`config.mk`:
```
export PLATFORM = sky130hd
export DESIGN_NAME = gf163_digit_accum
export DESIGN_NICKNAME = d
export VERILOG_FILES = /design/src/rtl/gf163_pkg.sv /design/src/rtl/gf163_fold16.sv /design/src/rtl/gf163_digit_accum.sv
export SDC_FILE = /design/constraint.sdc
export NUM_CORES = 1
export LEC_CHECK = 0
export CORE_AREA = 4 4 157 220
export CTS_CLUSTER_DIAMETER = 40
export DETAILED_ROUTE_END_ITERATION = 10
export DIE_AREA = 0 0 161 224
export HOLD_SLACK_MARGIN = 0.08
export RECOVER_POWER = 100
export SETUP_SLACK_MARGIN = 0.05
export SYNTH_ARGS = -nofsm -noshare
export SYNTH_HDL_FRONTEND = slang
export SYNTH_SLANG_ARGS = --single-unit
```
`constraint.sdc`:
```
create_clock -name clk -period 2.1 [get_ports clk]
set_input_delay 0.525 -clock clk [delete_from_list [all_inputs] [get_ports clk]]
set_output_delay 0.525 -clock clk [all_outputs]
set_load 0.05 [all_outputs]
```
`src/rtl/gf163_pkg.sv`:
```
// Shared definitions for the GF(2^163) datapath.
// Field polynomial f(x) = x^163 + x^7 + x^6 + x^3 + 1.
//   M        : field degree / reduced width
//   D        : digit width of the serial multiplier
//   NDIG     : digits per operand (operand b zero-padded to NDIG*D bits)
//   PPW      : width of one unreduced a(x)*b_i(x) partial product
//   RED_TAPS : low-order terms of f(x), used to fold x^163 back into the field
package gf163_pkg;

  localparam int unsigned M     = 163;
  localparam int unsigned D     = 16;
  localparam int unsigned NDIG  = 11;
  localparam int unsigned PPW   = M + D - 1;
  localparam int unsigned CNT_W = 4;

  localparam int unsigned NTAPS = 4;
  localparam int unsigned RED_TAPS [NTAPS] = '{7, 6, 3, 0};

  typedef enum logic [1:0] {
    IDLE  = 2'd0,
    ACCUM = 2'd1,
    DONE  = 2'd2
  } state_e;

endpackage

```
`src/rtl/gf163_fold16.sv`:
```
// Single-pass reduction of a (M+D)-bit polynomial into GF(2^163).
// The D bits above degree M-1 are folded back through the low terms of f(x).
// With D=16 the highest folded degree is 15+7=22, so one pass fully reduces.
//   t : unreduced polynomial, degrees M+D-1..0
//   r : t mod f(x), degrees M-1..0
module gf163_fold16
  import gf163_pkg::*;
(
  input  logic [M+D-1:0] t,
  output logic [M-1:0]   r
);

  logic [D-1:0] h;

  assign h = t[M+D-1:M];

  always_comb begin
    r = t[M-1:0];
    for (int unsigned i = 0; i < NTAPS; i++) begin
      r = r ^ (M'(h) << RED_TAPS[i]);
    end
  end

endmodule

```
`src/rtl/gf163_digit_accum.sv`:
```
// MSB-first digit-serial accumulate-and-reduce stage of a GF(2^163) multiplier.
// Each accepted beat computes acc <= ((acc << D) ^ pp) mod f. After NDIG
// beats the reduced product is offered on a valid/ready result port.
//   clk, rst_n          : clock, asynchronous active-low reset
//   start               : begin a new product (ignored unless idle)
//   busy                : product in progress or result pending
//   dig_idx             : b digit index the upstream must supply (10 down to 0)
//   pp_valid / pp_ready : partial-product handshake, pp_data unreduced a*b_i
//   res_valid/ res_ready: result handshake, res_data = a*b mod f
module gf163_digit_accum
  import gf163_pkg::*;
(
  input  logic             clk,
  input  logic             rst_n,
  input  logic             start,
  output logic             busy,
  output logic [CNT_W-1:0] dig_idx,
  input  logic             pp_valid,
  output logic             pp_ready,
  input  logic [PPW-1:0]   pp_data,
  output logic             res_valid,
  input  logic             res_ready,
  output logic [M-1:0]     res_data
);

  state_e           state_q, state_d;
  logic [M-1:0]     acc_q, acc_d;
  logic [CNT_W-1:0] cnt_q, cnt_d;

  logic [M+D-1:0]   fold_t;
  logic [M-1:0]     fold_r;

  // pp_data is one bit narrower than the shifted accumulator; top bit is 0.
  assign fold_t = {acc_q, {D{1'b0}}} ^ {1'b0, pp_data};

  gf163_fold16 u_fold (
    .t (fold_t),
    .r (fold_r)
  );

  always_ff @(posedge clk or negedge rst_n) begin
    if (!rst_n) begin
      state_q <= IDLE;
      acc_q   <= '0;
      cnt_q   <= '0;
    end else begin
      state_q <= state_d;
      acc_q   <= acc_d;
      cnt_q   <= cnt_d;
    end
  end

  always_comb begin
    state_d = state_q;
    acc_d   = acc_q;
    cnt_d   = cnt_q;
    unique case (state_q)
      IDLE: begin
        if (start) begin
          acc_d   = '0;
          cnt_d   = CNT_W'(NDIG - 1);
          state_d = ACCUM;
        end
      end
      ACCUM: begin
        if (pp_valid) begin
          acc_d = fold_r;
          if (cnt_q == '0) begin
            state_d = DONE;
          end else begin
            cnt_d = cnt_q - 1'b1;
          end
        end
      end
      DONE: begin
        if (res_ready) begin
          state_d = IDLE;
        end
      end
      default: begin
        state_d = IDLE;
      end
    endcase
  end

  // Outputs decode registered state only: no path from pp_valid or res_ready.
  always_comb begin
    busy      = 1'b0;
    pp_ready  = 1'b0;
    res_valid = 1'b0;
    dig_idx   = '0;
    res_data  = '0;
    unique case (state_q)
      IDLE: begin
      end
      ACCUM: begin
        busy     = 1'b1;
        pp_ready = 1'b1;
        dig_idx  = cnt_q;
      end
      DONE: begin
        busy      = 1'b1;
        res_valid = 1'b1;
        res_data  = acc_q;
      end
      default: begin
      end
    endcase
  end

endmodule

```
==> out/metrics.csv, run 1 <==
stage;metric;value;unit
logic_synthesis;cells after synthesis;1005;
global_routing;antenna violations before repair;1;
logic_synthesis;Post-synth EDFFs;0;
cts;clk sinks;169;
sta;Fin Setup TNS;-23170;ps
floorplanning;total core area;32400;µm²
logic_synthesis;synth top area cells;dfrtp_1 (44%), xor2_1 (14%), and2_1 (11%);
cts;Num CTS Buffers;17;
global_routing;vias in the first global route;8727;
setup_path;worst-path cell chain;inv_2 -> ha_4 -> buf_4 -> buf_12 -> and2_4 -> buf_12;
logic_synthesis;Unique masters post-synth;31;
pwr;Internal;11800;µW
floorplanning;Starting Density;29.7;%
floorplanning;chip width;161;µm
sta;Fin Clk Skew;10.5;ps
place;number of port buffers;352;
sta;RSZ-0062 raised after global routing;true;
hold_path;Min-Delay Path Class;reg2reg;
pwr;Sw Share;43.5;%
sta;Final Critical Period;2270;ps
sta;Max Clock Freq;0.440;GHz
pwr;Power Total;20800;µW
setup_path;Crit path top cell by count;buf_12;
logic_synthesis;Yosys Warn Count;0;
logic_synthesis;Seq/Total Area, Yosys;43.9;%
routing;DR pass1 iterations;5;
routing;vias;8523;
logic_synthesis;most common cell in the netlist;nand2_1;
cts;CTS tree;yes;
floorplanning;die footprint;36100;µm²
logic_synthesis;Post-Syn Nets;1194;
setup_path;Crit Path Class;reg2out;
pwr;clock power share;16.0;%
logic_synthesis;syn avg cell area;9.59;µm²
logic_synthesis;list of most frequent post-synthesis cells;nand2_1 (193), dfrtp_1 (169), and2_1 (167);
logic_synthesis;Primary FF master, synth;dfrtp_1;
routing;DRT antenna net count;0;
global_routing;largest net degree at the start of global routing;80;
cells_and_area;ant diodes;0;
sta;Hold WS;501;ps
pwr;Comb pwr share;54.7;%
routing;DRT iter0 DRCs;439;
logic_synthesis;post-synth top area cell;dfrtp_1;
global_routing;GRT Total Usage;20.9;%
global_routing;global-route wire length before repair;56.9;mm
cts;Clock Path Buffers;2;
floorplanning;I/O pins;353;
floorplanning;num rows;78;
sta;fin. max-slew vios;0;
setup_path;CP Max Fanout;20;
cells_and_area;Layout area overhead;78.9;%
sta;final worst slack;-171;ps
place;GPL Wtd Cong;0.891;
sta;Final period util;108;%
cts;worst-skew pair later-pin latency;440;ps
routing;drt drc;0;
run_status;failing checks;negative setup slack;
routing;wire length per cell;21.6;µm
floorplanning;height of the die;224;µm
global_routing;global route overflow;0;
run_status;status;complete, but fails checks;
routing;vias per cell;4.64;
sta;Slew headroom;9.03;%
setup_path;CP required;1570;ps
sta;final setup vio count;168;
cells_and_area;share of cells above drive strength 1;33.0;%
logic_synthesis;Synth Cell Area;9630;µm²
place;hpwl dp;29.1;mm
logic_synthesis;Synth top area share;43.9;%
setup_path;Worst path slowest cell;dfrtp_1;
pwr;maximum vdd ir drop;0.683;mV
pwr;Power Density;1210;nW/µm²
logic_synthesis;Synth Register Bits;169;
pwr;Sequential Power Share;29.2;%
setup_path;Setup crit start kind;flop;
setup_path;CP Capture Type;output port;
setup_path;crit-path max cell delay;400;ps
sta;Least-Margin Pin Slew;1360;ps
run;max cap viols;0;
setup_path;worst path arrival time;1750;ps
pwr;P_leak;0.00811;µW
cts;CTS root buf;clkbuf_16;
routing;WL final;39.6;mm
cts;Clock H-tree levels;4;
sta;Fin. Hold Viols;0;
pwr;switching pwr;9060;µW
cells_and_area;Final nets;1572;
cts;CTS clock-pin slew for the worst setup and hold paths;70;ps
logic_synthesis;Async SR Flop Fraction;100;%
placed cells by master, fill, tap and decap left out, drive strengths merged:
| cell | count |
|---|---|
| bufinv | 2 |
| nand4b | 1 |
| o21ai | 1 |
| clkdlybuf4s50 | 181 |
| xor2 | 153 |
| a21o | 1 |
| dlygate4sd3 | 1 |
| a32oi | 1 |
| ha | 6 |
| a31oi | 1 |
| clkbuf | 29 |
| nor4 | 1 |
| buf | 232 |
| o41ai | 1 |
| and2 | 167 |
| dfrtp | 169 |
| mux2 | 1 |
| xnor3 | 8 |
| nand3 | 96 |
| nand2b | 3 |
| clkinv | 3 |
| nand2 | 193 |
| a22o | 68 |
| xnor2 | 51 |
| and3 | 2 |
| o211ai | 1 |
| o211a | 1 |
| o22a | 1 |
| inv | 13 |
| clkinvlp | 2 |
| nor2 | 3 |
| a21oi | 3 |
final cells by class:
cell class,count,area (µm²)
clock buffer,17,425
clock inverter,15,186
fill,2881,15200
inverter,5,23.8
multi-input combinational,764,5540
sequential,169,4230
tap,440,551
timing repair buffer,426,6280
routing by layer:
| layer | vias up | GRT usage (%) | part of all wire (%) |
|---|---|---|---|
| met3 | 45 | 4.66 | 5.4 |
| met2 | 273 | 37.9 | 53 |
| met1 | 4190 | 23.9 | 38 |
| met4 | 2 | 8.01 | 3.5 |
| li1 | 4013 | - | - |
| met5 | - | 0 | 0.018 |
logic make-up (layout without fill, tap and decap cells):
family / after synthesis / count (layout) / synth area share, %
xor gates and xnor gates: 212 / 212 / 21.2
and+or+nand+nor: 466 / 466 / 23.9
AOI/OAI and AO/OA: 79 / 79 / 6.99
muxes: 1 / 1 / 0.117
adders and majority gates: 6 / 6 / 0.779
DFF: 169 / 169 / 43.9
buffers and inverters: 72 / 463 / 3.04
metrics by stage:
stage               setup WS [ps]  instance area [µm²]  util, %  cells
CTS                          -203                17000     52.4   1824
detailed placement          -60.8                16000     49.4   1774
finish                       -171                17200     53.2   1836
floorplan                   -34.6                10000        -   1005
global route                 -241                17200     53.2   1836
global placement            -79.3                16000     49.4   1774
power by group through the flow:
stage | Clock [µW] | Combinational, µW | Sequential, µW
2_1_floorplan | 0 | 6660 | 5520
6_report | 3340 | 11400 | 6090
3_5_place_dp | 0 | 10300 | 6140
4_1_cts | 3420 | 10700 | 6120
5_1_grt | 3530 | 12300 | 6280
3_3_place_gp | 0 | 10200 | 6110
worst paths after layout:
path	startpoint	to	depth (start not counted)	slack, ps
worst max-delay path	state_q[0]	res_data[126]	6	-170
worst min-delay path	acc_q[75]	acc_q[75]	2	500
worst max register to register	state_q[1]	acc_q[29]	10	20
worst min register to register	acc_q[75]	acc_q[75]	2	500
max in group asynchronous	rst_n	acc_q[98]	3	210
min in group asynchronous	rst_n	acc_q[76]	2	940
worst max-delay path, delay by kind of cell, from the launching register on:
kind / cells / cell delay, ps
and+or+nand+nor: 1 / 180
DFF: 1 / 400
buffers and inverters: 4 / 530
adders and majority gates: 1 / 190
sequential cells by signal, indices dropped and copies added (netlist names):
register and count:
cnt_q 4, acc_q 163, state_q 2
repair_timing:
| item | in CTS | in global routing |
|---|---|---|
| hold buffers | 1 | 0 |
| resized for setup | 73 | 21 |
| endpoints found under the setup margin | 168 | 337 |
| cloned | 6 | 10 |
| pin swaps | 16 | 39 |
| buffers inserted | 12 | 2 |
| endpoints found under the hold margin | 22 | 0 |
Power figures use the tool's default switching activity.
==> run 2, diff against run 1 <==
- SETUP_SLACK_MARGIN: 0.05 -> unset
==> run 2 against run 1 <==
The flow finishes with violations (max-capacitance violations, max-slew violations, negative setup slack). Cell count is 0.38% higher. Maximum frequency is 1.7% lower. Power is 0.26% lower. Worst hold slack better by 8.8 ps. Critical path type unchanged.
==> out/metrics.csv, run 2 (synthesis results as in run 1) <==
stage;metric;value;unit
routing;DRT iter0 DRCs;367;
hold_path;Min-Delay Path Class;in2async;
routing;vias per cell;4.62;
global_routing;largest net degree at the start of global routing;66;
place;hpwl dp;28.2;mm
global_routing;global route overflow;0;
floorplanning;I/O pins;353;
cts;clk sinks;169;
global_routing;GR met2 Demand/Resource;36.0;%
routing;WL final;38.5;mm
setup_path;worst path arrival time;1790;ps
cts;Clock Path Buffers;2;
setup_path;CP Capture Type;output port;
routing;DRT antenna net count;0;
cells_and_area;fillers;2853;
cells_and_area;Layout area overhead;79.0;%
floorplanning;total core area;32400;µm²
sta;Slew headroom;-14.4;%
run;max cap viols;1;
sta;final setup vio count;169;
setup_path;FF-to-FF Start;state_q[1];
sta;fin. max-slew vios;66;
cells_and_area;Regs by FF count;acc_q (163), cnt_q (4), state_q (2);
global_routing;busiest grt layer;met2;
place;number of port buffers;352;
global_routing;vias in the first global route;8851;
cts;CTS root buf;clkbuf_16;
floorplanning;chip width;161;µm
cells_and_area;commonest non-fill, non-tap cell in the layout;nand2_1;
run_status;failing checks;max-capacitance violations, max-slew violations, negative setup slack;
global_routing;met1 Use GR;23.7;%
floorplanning;num rows;78;
sta;Final Critical Period;2310;ps
routing;drt drc;0;
global_routing;global-route wire length before repair;56.4;mm
routing;wire length per cell;20.9;µm
sta;Fin. Hold Viols;0;
floorplanning;height of the die;224;µm
cts;CTS Hold Bufs;0;
cells_and_area;share of cells above drive strength 1;33.1;%
setup_path;Setup crit start kind;flop;
cells_and_area;Final nets;1576;
place;placed instance count;1777;
cells_and_area;fin util;53.2;%
setup_path;R2R Setup Slk;60;ps
pwr;Power Total;20800;µW
setup_path;Crit Path Class;reg2out;
global_routing;GRT Total Usage;20.7;%
run_status;status;complete, but fails checks;
floorplanning;die footprint;36100;µm²
global_routing;antenna violations before repair;3;
cts;Num CTS Buffers;17;
setup_path;CP required;1570;ps
sta;Fin Clk Skew;12.2;ps
cts;Clock H-tree levels;4;
sta;Max Clock Freq;0.433;GHz
sta;Final period util;110;%
cells_and_area;Largest Register;acc_q;
sta;Fin Setup TNS;-26730;ps
pwr;Power Density;1200;nW/µm²
cells_and_area;max FFs per register;163;
sta;Least-Margin Pin Slew;1720;ps
pwr;P_leak;0.00812;µW
setup_path;CP Max Fanout;6;
sta;Hold WS;510;ps
setup_path;r2r endpoint;acc_q[43];
cts;CTS tree;yes;
place;GPL Wtd Cong;0.857;
cells_and_area;commonest non-fill, non-tap cells in the layout;nand2_1 (193), buf_12 (185), clkdlybuf4s50_1 (181), dfrtp_1 (169), xor2_1 (149);
routing;DR pass1 iterations;7;
routing;vias;8514;
cells_and_area;Finished Layout Cells;1843;
pwr;maximum vdd ir drop;0.614;mV
sta;RSZ-0062 raised after global routing;true;
cts;CTS clock-pin slew for the worst setup and hold paths;70;ps
cts;worst-skew pair later-pin latency;460;ps
global_routing;met3 usage;5.08;%
floorplanning;Starting Density;29.7;%
sta;final worst slack;-211;ps
setup_path;R2R depth;10;
run 2: changes by cell type in the layout (fill, tap and decap cells not counted), moves of 4 or more:
| cell | before | now |
|---|---|---|
| buf_4 | 27 | 33 |
| clkbuf_2 | 1 | 6 |
| buf_6 | 10 | 6 |
| buf_16 | 6 | 11 |
run 2: where the power goes:
part / total (µW) / internal, µW / switching [µW]
combinational: 11300 / 5360 / 5960
clock: 3390 / 1900 / 1490
sequential: 6070 / 4580 / 1500
total: 20800 / 11800 / 8940
run 2: worst max-delay path, stage by stage (launching register included):
cell and delay (ps):
dfrtp_1 420, ha_4 220, buf_6 140, buf_12 130, buf_16 130, and2_4 160
buf_12 140
run 2: layer usage:
metal  vias up  wire length [µm]
met3        76              2340
met4         0              1680
met1      4120             14400
met2       301             20100
met5         -                 0
li1       4017                 -
run 2: what timing repair did:
action,in CTS,in global routing
endpoints found under the setup margin,168,236
gates cloned,9,5
resized for setup,38,48
pin swaps,15,17
setup buffers,15,3
run 2: how the worst max path moves through the flow:
stage,slack [ps],to,from,cells after the start
finish,-210,res_data[144],state_q[1],6
global route,-270,res_data[142],state_q[1],6
CTS,-230,res_data[48],state_q[0],6
detailed placement,-110,acc_q[12],pp_data[169],5
global placement,-110,acc_q[12],pp_data[169],5
floorplan,-90,res_data[100],state_q[0],6
run 2: through the flow:
stage | instance area, µm² | worst slack (ps)
6_report | 17200 | -211
5_1_grt | 17200 | -265
4_1_cts | 17000 | -227
3_5_place_dp | 16000 | -112
3_3_place_gp | 16000 | -109
2_1_floorplan | 9990 | -88.0
run 2: layout make-up:
type / instances / area [µm²] / area share, %
timing repair buffer: 430 / 6310 / 36.6
inverter: 5 / 21.3 / 0.123
antenna: 3 / 7.51 / 0.0435
tap: 440 / 551 / 3.19
sequential: 169 / 4230 / 24.5
clock inverter: 14 / 183 / 1.06
multi-input combinational: 764 / 5520 / 32.0
clock buffer: 18 / 429 / 2.49
==> run 3, diff against run 2 <==
- ABC_CLOCK_PERIOD_IN_PS: unset -> 2100
==> results of run 3 <==
No change in the layout: final DEF, timing and power equal those of run 2.
